[src/rtl/residue_reader_luma16x16_if.sv]
// Row stream from the luma 16x16 residue reader towards the forward transform stage.
interface residue_reader_luma16x16_if;
  logic         out_valid;
  logic         out_ready;
  logic [127:0] out_row;
  logic [3:0]   out_row_idx;
  logic         out_last;
  logic [2:0]   out_mode;

  modport master (output out_valid, out_row, out_row_idx, out_last, out_mode, input out_ready);
  modport slave  (input out_valid, out_row, out_row_idx, out_last, out_mode, output out_ready);
endinterface

[src/rtl/residue_reader_luma16x16.sv]
// Fetches a stored 16x16 luma residue block plus its prediction mode and streams it row by row.
// Optional RESREAD_SUM_EN adds out_sum, the byte sum of the fetched block.
module residue_reader_luma16x16 #(
  parameter int FRAME_WIDTH  = 256,
  parameter int FRAME_HEIGHT = 256,
  parameter int ADDR_W       = 12,
  parameter int MB_W         = 9
) (
  input  logic              clk,
  input  logic              reset,
  input  logic              start,
  input  logic [MB_W-1:0]   mbnumber,
  output logic              busy,
  output logic              done,
  output logic              err,
  output logic              mode_rd_en,
  output logic [MB_W-1:0]   mode_rd_addr,
  input  logic [2:0]        mode_rd_data,
  output logic              mem_rd_en,
  output logic [ADDR_W-1:0] mem_rd_addr,
  input  logic [127:0]      mem_rd_data,
`ifdef RESREAD_SUM_EN
  output logic [15:0]       out_sum,
`endif
  residue_reader_luma16x16_if.master os
);
  localparam int unsigned MBX = FRAME_WIDTH / 16;
  localparam int unsigned NMB = MBX * (FRAME_HEIGHT / 16);

  typedef enum logic [2:0] {S_IDLE, S_MODE, S_FETCH, S_DRAIN, S_FIN, S_REJECT} state_t;

  state_t            state_reg, state_next;
  logic [MB_W-1:0]   mb_reg;
  logic [3:0]        row_cnt_reg;
  logic              inflight_reg;
  logic [3:0]        inflight_idx_reg;
  logic              mode_pend_reg;
  logic [2:0]        mode_reg;
  logic [132:0]      fifo_mem [4];
  logic [1:0]        wr_ptr_reg, rd_ptr_reg;
  logic [2:0]        fifo_cnt_reg;
  logic [132:0]      head;
  logic              pop;
  logic [3:0]        occupancy;
  logic [31:0]       mb_row_w, mb_col_w;
  logic              accept;

  assign accept   = (state_reg == S_IDLE) && start;
  assign mb_row_w = 32'(mb_reg) / MBX;
  assign mb_col_w = 32'(mb_reg) % MBX;
  assign mem_rd_addr  = ADDR_W'((mb_row_w * 32'd16 + 32'(row_cnt_reg)) * MBX + mb_col_w);
  assign mode_rd_addr = mb_reg;

  // Head of the FIFO is shown only while it holds data so idle outputs stay at zero.
  assign head            = fifo_mem[rd_ptr_reg];
  assign os.out_valid    = (fifo_cnt_reg != 3'd0);
  assign os.out_row      = os.out_valid ? head[127:0]   : '0;
  assign os.out_row_idx  = os.out_valid ? head[131:128] : '0;
  assign os.out_last     = os.out_valid ? head[132]     : 1'b0;
  assign os.out_mode     = mode_reg;
  assign pop             = os.out_valid && os.out_ready;

  // Slots already committed (buffered or returning) after this cycle's pop.
  assign occupancy = {1'b0, fifo_cnt_reg} + {3'b0, inflight_reg} - {3'b0, pop};

  always_comb begin
    state_next = state_reg;
    busy       = (state_reg != S_IDLE);
    done       = 1'b0;
    err        = 1'b0;
    mode_rd_en = 1'b0;
    mem_rd_en  = 1'b0;
    case (state_reg)
      S_IDLE: begin
        if (start) state_next = (32'(mbnumber) >= NMB) ? S_REJECT : S_MODE;
      end
      S_MODE: begin
        mode_rd_en = 1'b1;
        state_next = S_FETCH;
      end
      S_FETCH: begin
        mem_rd_en = (occupancy < 4'd4);
        if (mem_rd_en && row_cnt_reg == 4'd15) state_next = S_DRAIN;
      end
      S_DRAIN: begin
        if (!inflight_reg && (fifo_cnt_reg == 3'd0 || (fifo_cnt_reg == 3'd1 && pop)))
          state_next = S_FIN;
      end
      S_FIN: begin
        done       = 1'b1;
        state_next = S_IDLE;
      end
      S_REJECT: begin
        done       = 1'b1;
        err        = 1'b1;
        state_next = S_IDLE;
      end
      default: state_next = S_IDLE;
    endcase
  end

  always_ff @(posedge clk or negedge reset) begin
    if (!reset) begin
      state_reg        <= S_IDLE;
      mb_reg           <= '0;
      row_cnt_reg      <= '0;
      inflight_reg     <= 1'b0;
      inflight_idx_reg <= '0;
      mode_pend_reg    <= 1'b0;
      mode_reg         <= '0;
      wr_ptr_reg       <= '0;
      rd_ptr_reg       <= '0;
      fifo_cnt_reg     <= '0;
    end else begin
      state_reg        <= state_next;
      if (accept) row_cnt_reg <= '0;
      if (accept && state_next == S_MODE) mb_reg <= mbnumber;
      if (mem_rd_en) row_cnt_reg <= row_cnt_reg + 4'd1;
      inflight_reg     <= mem_rd_en;
      inflight_idx_reg <= row_cnt_reg;
      mode_pend_reg    <= mode_rd_en;
      if (mode_pend_reg) mode_reg <= mode_rd_data;
      if (inflight_reg) wr_ptr_reg <= wr_ptr_reg + 2'd1;
      if (pop) rd_ptr_reg <= rd_ptr_reg + 2'd1;
      fifo_cnt_reg <= fifo_cnt_reg + {2'b0, inflight_reg} - {2'b0, pop};
    end
  end

  always_ff @(posedge clk) begin
    if (inflight_reg)
      fifo_mem[wr_ptr_reg] <= {(inflight_idx_reg == 4'd15), inflight_idx_reg, mem_rd_data};
  end

`ifdef RESREAD_SUM_EN
  logic [7:0]  byte_w [16];
  logic [11:0] row_sum;
  logic [15:0] sum_reg;

  for (genvar gi = 0; gi < 16; gi++) begin : g_bytes
    assign byte_w[gi] = mem_rd_data[gi*8 +: 8];
  end

  always_comb begin
    row_sum = '0;
    for (int i = 0; i < 16; i++) row_sum = row_sum + 12'(byte_w[i]);
  end

  always_ff @(posedge clk or negedge reset) begin
    if (!reset)            sum_reg <= '0;
    else if (accept)       sum_reg <= '0;
    else if (inflight_reg) sum_reg <= sum_reg + 16'(row_sum);
  end

  assign out_sum = sum_reg;
`endif
endmodule

[src/flat_wrapper.sv]
// flat-port wrapper written by rule: the top's interface ports become plain ports
module residue_reader_luma16x16_flat 
#(
  parameter int FRAME_WIDTH  = 256,
  parameter int FRAME_HEIGHT = 256,
  parameter int ADDR_W       = 12,
  parameter int MB_W         = 9
)
  (clk, reset, start, mbnumber, busy, done, err, mode_rd_en, mode_rd_addr, mode_rd_data, mem_rd_en, mem_rd_addr, mem_rd_data, os_out_valid, os_out_row, os_out_row_idx, os_out_last, os_out_mode, os_out_ready);
  residue_reader_luma16x16_if os_i ();
  input  logic clk;
  input  logic reset;
  input  logic start;
  input  logic [MB_W-1:0] mbnumber;
  output logic busy;
  output logic done;
  output logic err;
  output logic mode_rd_en;
  output logic [MB_W-1:0] mode_rd_addr;
  input  logic [2:0] mode_rd_data;
  output logic mem_rd_en;
  output logic [ADDR_W-1:0] mem_rd_addr;
  input  logic [127:0] mem_rd_data;
  output wire logic [$bits(os_i.out_valid)-1:0] os_out_valid;
  output wire logic [$bits(os_i.out_row)-1:0] os_out_row;
  output wire logic [$bits(os_i.out_row_idx)-1:0] os_out_row_idx;
  output wire logic [$bits(os_i.out_last)-1:0] os_out_last;
  output wire logic [$bits(os_i.out_mode)-1:0] os_out_mode;
  input wire logic [$bits(os_i.out_ready)-1:0] os_out_ready;
  assign os_out_valid = os_i.out_valid;
  assign os_out_row = os_i.out_row;
  assign os_out_row_idx = os_i.out_row_idx;
  assign os_out_last = os_i.out_last;
  assign os_out_mode = os_i.out_mode;
  assign os_i.out_ready = os_out_ready;
  residue_reader_luma16x16 #(.FRAME_WIDTH(FRAME_WIDTH), .FRAME_HEIGHT(FRAME_HEIGHT), .ADDR_W(ADDR_W), .MB_W(MB_W)) u_core (.clk(clk), .reset(reset), .start(start), .mbnumber(mbnumber), .busy(busy), .done(done), .err(err), .mode_rd_en(mode_rd_en), .mode_rd_addr(mode_rd_addr), .mode_rd_data(mode_rd_data), .mem_rd_en(mem_rd_en), .mem_rd_addr(mem_rd_addr), .mem_rd_data(mem_rd_data), .os(os_i));
endmodule
[config.mk]
export PLATFORM = sky130hd
export DESIGN_NAME = residue_reader_luma16x16_flat
export DESIGN_NICKNAME = d
export VERILOG_FILES = /design/src/rtl/residue_reader_luma16x16_if.sv /design/src/rtl/residue_reader_luma16x16.sv /design/src/flat_wrapper.sv
export SDC_FILE = /design/constraint.sdc
export NUM_CORES = 1
export LEC_CHECK = 0
export BUFFER_PORTS_ARGS = -buffer_cell sky130_fd_sc_hd__buf_2
export CAP_MARGIN = 10
export CORE_MARGIN = 3
export CORE_UTILIZATION = 34
export DETAILED_ROUTE_END_ITERATION = 16
export PLACE_DENSITY_LB_ADDON = 0.2
export RECOVER_POWER = 100
export SYNTH_ARGS = -nofsm -noshare
export SYNTH_HDL_FRONTEND = slang
export SYNTH_SLANG_ARGS = --single-unit
[constraint.sdc]
create_clock -name clk -period 5.3 [get_ports clk]
set_input_delay 1.325 -clock clk [delete_from_list [all_inputs] [get_ports clk]]
set_output_delay 1.325 -clock clk [all_outputs]
set_load 0.005 [all_outputs]
==> results_dict.tcl <==
set metrics [dict create \
    drc_violation_count_after_routing 0 \
    postRouteAntennaNets 0 \
    cts.hold.buffers_added 0 \
    total_negative_slack_ns 0 \
    largest_reg_flops 532 \
    die_height_um 257.6 \
    seq_area_frac_synth 0.7794 \
    origin_of_the_worst_setup_path "u_core.rd_ptr_reg[1]" \
    detail_route.wirelength_um 47450 \
    skew_ns 0.01927 \
    timing.slew.headroom -1.974 \
    core_area_um2 62170 \
    final_cell_mix "532 x edfxtp_1, 194 x clkbuf_1, 133 x mux4_2, 126 x buf_2, 75 x and2_0" \
    netlist_cell_types 38 \
    ys_seq_elements 564 \
    effective_utilization_at_floorplan 0.3462 \
    syn-num-nets 1123 \
    crit_required_ns 3.97 \
    grt_setup_unrepaired "false" \
    ir_worst_vdd_mv 0.3025 \
    final_nets 1456 \
    tightest_slew_ns 4.461 \
    count_of_endpoints_failing_hold_in_the_final_timing_report 0 \
    max_flop_register "u_core.fifo_mem" \
    worstPathArrival_ns 3.55 \
    via_count_of_the_first_global_routing_pass 11590 \
    hold_start "u_core.row_cnt_reg[0]" \
    fin_hold_ws_ns 0.4913 \
    syn-mean-instance-area_um2 22.21 \
    max_freq_ghz 0.2050 \
    cts_htree_levels 2 \
    route.vias.total 10450 \
    mostFrequentLayoutCell "edfxtp_1" \
    cellPowerDensity_nw_per_um2 535.3 \
    detailed_place_hpwl_um 27050 \
    cts_made_buffers 60 \
    kind_of_capture_point_of_the_worst_setup_path "output port" \
    rr_startpoint "u_core.wr_ptr_reg[0]" \
    postCtsSetupBuffers 0 \
    timing_max_transition_violations_final 297 \
    area_growth_pct 19.72 \
    clock-root-buffer "clkbuf_16" \
    final_layout_size_suffix_gt1_frac 0.2829 \
    clk_transition_reported_paths_ns 0.06 \
    total_die_area_um2 66360 \
    maxCapViolCount 6 \
    overflow 0 \
    gp_congestion 0.6791 \
    die_w_um 257.6 \
    grt_first_pass_wirelength_um 71910 \
    synth_area_um2 21520 \
    critical_path_peak_fanout 43 \
    portBuffers 306 \
    placement_rows 91 \
    antenna_violations_before_repair 8 \
    period_share 0.9202 \
    insertion_delay_ns 0.61 \
    tritoncts "yes" \
    timing.final.crit_period_ns 4.877 \
    cts_max_path_buffers 3 \
    failed_checks "capacitance limit, slew limit" \
    startpoint_type "register" \
    synth.yosys.warnings 0 \
    post_cts_resized 0 \
    largest_net_degree_at_the_start_of_global_routing 82 \
    vias_per_cell 4.763 \
    min_path_type "reg2reg" \
    groute.usage.overall 0.1427 \
    drt_pass1_iterations 4 \
    power_leakage_nw 8.425 \
    synth_cells 969 \
    timing.final.setup_violations 0 \
    run_status "finished, violations left" \
    path_class "reg2out" \
    ios 307 \
    wire_per_inst_um 21.62 \
    drtIter0Drc 666 \
    tritoncts_num_sinks 564 \
]
-- critical path: stages (launching register included) --
cell      delay [ns]
dfrtp_2         1.28
clkbuf_4        0.86
mux4_2          0.46
and2_0          0.18
buf_2           0.17
-- stage by stage --
step                power, mW  setup WS [ns]  cells  utilization  instance area (um^2)
finish                  13.80         0.4229   2195       0.4145                 25770
global route            14.59        0.07742   2192       0.4144                 25760
CTS                     14.23         0.3632   2191       0.4192                 26060
detailed placement      10.03         0.4429   2077       0.3877                 24100
global placement        10.01         0.4415   2077       0.3877                 24100
floorplan               8.223         0.6771    969            -                 21520
-- power breakdown --
group	leakage (nW)	internal, mW	total [mW]	switching, mW
logic	2.26	1.99	3.94	1.95
clock network	0.953	2.45	4.14	1.70
registers	5.21	5.39	5.71	0.320
total	8.43	9.82	13.8	3.97
-- synth_stat cells, drive strengths merged --
library cell,instances,area share
edfxtp,532,0.74
and2,141,0.041
mux4,133,0.14
dfrtp,32,0.037
clkbuf,27,0.0047
buf,26,0.0069
mux2,12,0.0063
inv,11,0.0019
ha,9,0.0052
nand2,5,0.00087
nor2,4,0.00081
nor2b,4,0.0012
o21ai,4,0.00093
nand3,3,0.00070
nor3,3,0.00093
a21oi,2,0.00047
o2111ai,2,0.00081
xnor2,2,0.00081
xor2,2,0.00081
a211oi,1,0.00093
a21bo,1,0.00047
a221o,1,0.00047
a31oi,1,0.00029
and2b,1,0.00041
and4,1,0.00041
and4b,1,0.00047
and4bb,1,0.00058
fa,1,0.00093
nor3b,1,0.00035
o21a,1,0.00035
o22ai,1,0.00029
or2,1,0.00029
or3,1,0.00029
or4b,1,0.00064
-- logic make-up after synthesis --
kind of cell | share of synthesized area
and+or+nand+nor | 0.04889
AOI/OAI and AO/OA | 0.005000
muxes | 0.1454
buffers and inverters | 0.01349
xor gates and xnor gates | 0.001628
DFF | 0.7794
adders and majority gates | 0.006162
-- area by class of cell --
class | instances | area (um^2)
well taps | 837 | 1047
repair buffers | 324 | 1469
diodes | 4 | 10.01
flip-flops and latches | 564 | 16780
fillers | 5657 | 36400
clock inverters | 41 | 389.1
clock buffers | 73 | 1572
multi-input cells | 341 | 4461
inverters | 11 | 41.29
-- worst paths after layout --
path	depth (start not counted)	end	slack, ns
min	0	u_core.inflight_idx_reg[0]	0.49
max	4	os_out_row[20]	0.42
min reg2reg	0	u_core.inflight_idx_reg[0]	0.49
min in group asynchronous	1	u_core.mode_rd_addr[6]	1.18
max reg2reg	3	u_core.fifo_mem[3][102]	0.69
max in group asynchronous	1	u_core.rd_ptr_reg[0]	2.87
-- routing by layer --
metal / wire length, um / up-vias / GRT usage
li1: - / 4594 / -
met1: 20170 / 5527 / 0.1851
met2: 23510 / 252 / 0.2394
met3: 2829 / 75 / 0.03717
met4: 905 / 6 / 0.03821
met5: 41 / - / 0
No activity file was read; power rests on OpenSTA's default activity.
